**config.mk**
```make
export PLATFORM = sky130hd
export DESIGN_NAME = uart_transmitter
export DESIGN_NICKNAME = d
export VERILOG_FILES = /design/src/rtl/uart_transmitter.sv
export SDC_FILE = /design/constraint.sdc
export NUM_CORES = 1
export LEC_CHECK = 0
export ABC_CLOCK_PERIOD_IN_PS = 2940
export CORE_MARGIN = 4
export CORE_UTILIZATION = 55
export CTS_BUF_LIST = sky130_fd_sc_hd__clkbuf_4 sky130_fd_sc_hd__clkbuf_8
export DETAILED_ROUTE_END_ITERATION = 16
export GPL_ROUTABILITY_DRIVEN = 0
export GPL_TIMING_DRIVEN = 0
export PLACE_DENSITY = 0.75
export SETUP_SLACK_MARGIN = 0.02
export SKIP_CTS_REPAIR_TIMING = 1
export SLEW_MARGIN = 20
export SYNTH_ARGS = -nofsm -noshare
export SYNTH_HDL_FRONTEND = slang
export SYNTH_SLANG_ARGS = --single-unit
```
**constraint.sdc**
```tcl
create_clock -name iCLOCK -period 2.94 [get_ports iCLOCK]
set_input_delay 0.294 -clock iCLOCK [delete_from_list [all_inputs] [get_ports iCLOCK]]
set_output_delay 0.294 -clock iCLOCK [all_outputs]
set_load 0.02 [all_outputs]
```
**src/rtl/uart_transmitter.sv**
```systemverilog
// uart_transmitter: FIFO-buffered 8N1 UART transmitter with a cycle-count baud divider.
module uart_transmitter #(
  parameter int P_BAUD_DIV     = 434,
  parameter int P_FIFO_DEPTH   = 16,
  parameter int P_FIFO_DEPTH_N = 4
) (
  input  logic                      iCLOCK,
  input  logic                      inRESET,
  input  logic                      iTX_REQ,
  input  logic [7:0]                iTX_DATA,
  output logic                      oTX_FULL,
  output logic                      oTX_EMPTY,
  output logic [P_FIFO_DEPTH_N:0]   oTX_COUNT,
  output logic                      oTX_BUSY,
  output logic                      oUART_TXD
);
  localparam int CW = P_FIFO_DEPTH_N + 1;
  localparam logic [15:0] BAUD_LAST = 16'(P_BAUD_DIV - 1);
  typedef enum logic [1:0] {IDLE, START, DATA, STOP} state_t;
  state_t                    state_q, state_d;
  logic [15:0]               baud_q, baud_d;
  logic [2:0]                bit_q, bit_d;
  logic [7:0]                shift_q, shift_d;
  logic                      txd_q, txd_d;
  logic [P_FIFO_DEPTH_N-1:0] wr_ptr_q, wr_ptr_d, rd_ptr_q, rd_ptr_d;
  logic [CW-1:0]             count_q, count_d;
  logic [7:0]                mem_q [P_FIFO_DEPTH];
  logic                      push, pop, bit_end;
  assign oTX_FULL  = count_q == CW'(P_FIFO_DEPTH);
  assign oTX_EMPTY = count_q == '0;
  assign oTX_COUNT = count_q;
  assign oTX_BUSY  = state_q != IDLE;
  assign oUART_TXD = txd_q;
  assign bit_end   = baud_q == 16'd0;
  // A full FIFO drops the write even when a pop frees a slot on the same edge.
  assign push      = iTX_REQ && !oTX_FULL;
  assign pop       = !oTX_EMPTY && (state_q == IDLE || (state_q == STOP && bit_end));
  always_comb begin
    state_d  = state_q;
    baud_d   = baud_q - 16'd1;
    bit_d    = bit_q;
    shift_d  = shift_q;
    wr_ptr_d = push ? wr_ptr_q + P_FIFO_DEPTH_N'(1) : wr_ptr_q;
    rd_ptr_d = pop ? rd_ptr_q + P_FIFO_DEPTH_N'(1) : rd_ptr_q;
    count_d  = count_q + CW'(push) - CW'(pop);
    unique case (state_q)
      IDLE: begin
        baud_d = BAUD_LAST;
        if (pop) begin
          shift_d = mem_q[rd_ptr_q];
          state_d = START;
        end
      end
      START: if (bit_end) begin
        baud_d  = BAUD_LAST;
        bit_d   = 3'd0;
        state_d = DATA;
      end
      DATA: if (bit_end) begin
        baud_d  = BAUD_LAST;
        shift_d = shift_q >> 1;
        bit_d   = bit_q + 3'd1;
        state_d = bit_q == 3'd7 ? STOP : DATA;
      end
      STOP: if (bit_end) begin
        baud_d  = BAUD_LAST;
        shift_d = pop ? mem_q[rd_ptr_q] : shift_q;
        state_d = pop ? START : IDLE;
      end
      default: state_d = IDLE;
    endcase
    // TXD is registered from the next state so the line changes on the same edge as the FSM.
    txd_d = state_d == START ? 1'b0 : state_d == DATA ? shift_d[0] : 1'b1;
  end
  always_ff @(posedge iCLOCK) begin
    if (push) mem_q[wr_ptr_q] <= iTX_DATA;
  end
  always_ff @(posedge iCLOCK) begin
    if (!inRESET) begin
      state_q  <= IDLE;
      baud_q   <= BAUD_LAST;
      bit_q    <= 3'd0;
      shift_q  <= 8'd0;
      txd_q    <= 1'b1;
      wr_ptr_q <= '0;
      rd_ptr_q <= '0;
      count_q  <= '0;
    end else begin
      state_q  <= state_d;
      baud_q   <= baud_d;
      bit_q    <= bit_d;
      shift_q  <= shift_d;
      txd_q    <= txd_d;
      wr_ptr_q <= wr_ptr_d;
      rd_ptr_q <= rd_ptr_d;
      count_q  <= count_d;
    end
  end
endmodule

```
==> metrics <==
Worst Setup SP=baud_q[1]; sequential area share after synthesis=65.9%; total gr overflow=0; GR Util met2=34.6%; DRT Wirelength=14.2 mm; fraction of layout cells with a size suffix above 1=23.6%; CP Max Fanout=7; power per cell area=805 nW/um2; worst path required time=3330 ps; ys async rst share=0%; Seq pwr share=44.0%; Synth Area in Compound Gates=6.17%; r2r setup slk=90 ps; Final min period=2850 ps; area of the multi-input gates=2400 um2; Clock Tree Buf Depth=2; largest net degree at the start of global routing=18; Max transition margin=33.8%; run status=finished, final reports clean; crit path DAT=3240 ps; setup violators final=0; Worst path most repeated cell=inv_2; post-synthesis area per instance=15.2 um2; Synth cell types=55; Post-Synth Adder-Cell Area=2.86%; Die Ht=123 um; CTS sink count=175; clk_lat worst skew=460 ps; Mapped Area=7260 um2; Slew Viols, Final=0; Num CTS Buffers=17; H-tree depth=4; vias per cell=5.74; Worst setup EP type=register; number of synthesis warnings=0; Synth Area in XOR/XNOR=2.29%; Worst Setup Start Kind=register; net switching power=1940 uW; hpwl dp=9.35 mm; hold depth=3; Max rail drop VDD=0.553 mV; vias in the first global route=4,189; antenna cell count=0; Hold Crit Start=inRESET; Iteration-0 DRC Markers=426; GRT busiest layer=met2; Core Footprint=12,800 um2; Leakage=0.00277 uW; DR vias=4,095; Synth Register Bits=175; crit path kind=register to register; CTS clk-pin slew, worst paths=90 ps; first-pass GRT wire length=22.1 mm; DR pass1 iterations=4; Die W=123 um; met3 GRT Util=4.71%; row count=41; clk_skew=18.2 ps; Util after Layout=65.3%; IO Count=20; PortBufs=18; proportion of synthesized area in mux cells=10.9%; Syn-to-layout area delta=14.8%; power share of the combinational group=27.4%; Root Driver=clkbuf_8; reg-to-reg startpoint=baud_q[1]; # DRC=0; CTS tree=yes; ANT nets after route=0; Syn Inst Count=477; GRT Total Usage=20.1%; M1 GR Usage=24.9%; Max Freq=351 MHz; post-synth top area share=52.9%; Hold Crit Class=input pin to register; die area=15,100 um2; largest cells by area after synthesis=edfxtp_1 (53%), dfxtp_1 (13%), mux4_2 (9.9%), ha_1 (2.6%), nor2_1 (2.0%); crit path cell chain=inv_2 -> ha_4 -> nor3b_4 -> nand4_4 -> o31ai_4 -> buf_6 -> ha_4 -> inv_2 -> ha_2 -> inv_2 -> fa_2 -> inv_2 -> a21oi_2 -> nor2_2 -> or3_1 -> a21oi_1; Setup WS post-layout=89.0 ps; Cells after DPL=667; FILL cells=900; main combinational cell family by area after synthesis=multiplexers; worst-margin pin slew=990 ps; crit-path max cell delay=360 ps; fin nets=556; register area=4800 um2; count of flip-flops with a built-in enable after synthesis=128; Tcrit/Tclk final=97.0%; Initial Util=56.8%; Mapped Nets=504; Synth Area in Simple Gates=9.70%; R2R depth=16; post-route non-filler standard cell count=714; initial antenna violation count=0; Avg WL per Cell=19.9 um; Post-Place Setup Slack=-276 ps; Fin Setup TNS=0 ps; Int Pwr=4770 uW; ys flop type=edfxtp_1; cell taking the most area after synthesis=edfxtp_1; clock power share=28.6%; Slowest-stage cell, CP=or3_1; Final Hold Vio Count=0; sw frac=28.9%; max-cap violations=0
-- cells by family after synthesis --
group,Yosys count
xor+xnor,19
simple gates,133
buf+inv,37
compound gates,58
fa+ha+maj,16
flops,175
mux,39
-- cell usage after synthesis (4+ instances only) --
cell and number:
edfxtp_1 128, dfxtp_1 47, nor2_1 39, nand2_1 37, mux4_2 32, ha_1 15
inv_1 15, clkbuf_1 12, a22oi_1 11, a21oi_1 10, nor3_1 10, xnor2_1 10
nand3_1 9, xor2_1 9, buf_2 7, mux2i_1 7, a2bb2oi_1 6, o221a_1 6
and2_1 5, nor2b_1 5, nand2b_1 4, o21ai_1 4
-- registers in the layout (all words and copies together), names as in the netlist, named ones only --
signal     flops
bit_q          3
rd_ptr_q       4
wr_ptr_q       4
shift_q        8
state_q        2
mem_q        128
oTX_COUNT      5
baud_q        16
oUART_TXD      1
-- per-stage QoR --
step	power [uW]	hold WS, ps	instance area (um2)
global placement	4600	400	7660
finish	6710	283	8340
detailed placement	4670	411	7680
CTS	6570	261	8150
floorplan	4180	384	7270
global route	7030	299	8340
-- worst paths after layout --
check	endpoint
worst min register to register	shift_q[7]
worst max-delay path	oTX_COUNT[4]
worst max register to register	oTX_COUNT[4]
worst min-delay path	shift_q[7]
-- worst max-delay path: cells and delay by family, from the launching register on --
| family | cells | cell delay [ps] |
|---|---|---|
| buf+inv | 5 | 380 |
| flops | 1 | 340 |
| compound gates | 3 | 560 |
| fa+ha+maj | 4 | 640 |
| simple gates | 4 | 860 |
-- final cells by class --
class / count / share of cell area [%]
Timing Repair Buffer: 33 / 3.51
Clock inverter: 14 / 2.69
Inverter: 15 / 0.675
Clock buffer: 18 / 2.90
Multi-Input combinational cell: 265 / 28.9
Buffer: 22 / 1.25
Tap cell: 172 / 2.58
Sequential cell: 175 / 57.6
-- layout by cell type, fill, tap and decap left out, drive strengths merged, types with 2 or more instances in the layout --
| master | instances |
|---|---|
| nand2b | 4 |
| o21a | 2 |
| inv | 22 |
| nand3 | 9 |
| buf | 25 |
| a21o | 3 |
| or3 | 2 |
| clkinv | 2 |
| bufinv | 5 |
| nor4 | 4 |
| nor3 | 10 |
| xnor2 | 10 |
| clkbuf | 30 |
| nand4 | 4 |
| or2 | 2 |
| mux2i | 7 |
| nand2 | 37 |
| clkdlybuf4s50 | 18 |
| xor2 | 9 |
| nor2b | 5 |
| nand3b | 3 |
| a21boi | 5 |
| ha | 15 |
| o21ai | 7 |
| or4 | 2 |
| a22oi | 11 |
| and2 | 5 |
| and3 | 2 |
| mux4 | 32 |
| o221a | 6 |
| nor2 | 39 |
| a21oi | 10 |
| edfxtp | 128 |
| dfxtp | 47 |
| a2bb2oi | 6 |
-- power groups by stage --
| stage | clock, uW | combinational, uW | sequential [uW] |
|---|---|---|---|
| finish | 1920 | 1840 | 2950 |
| CTS | 1950 | 1680 | 2940 |
| global placement | 0 | 1620 | 2980 |
| floorplan | 0 | 1180 | 3000 |
| global route | 2050 | 2000 | 2970 |
| detailed placement | 0 | 1670 | 2990 |
-- routing by layer --
layer  up-vias  routed length, um
met1      2053               5710
met3        18                710
met5         -                  0
met4         0                181
li1       1923                  -
met2       101               7590
Note: power is estimated with default switching activity, not from simulation.
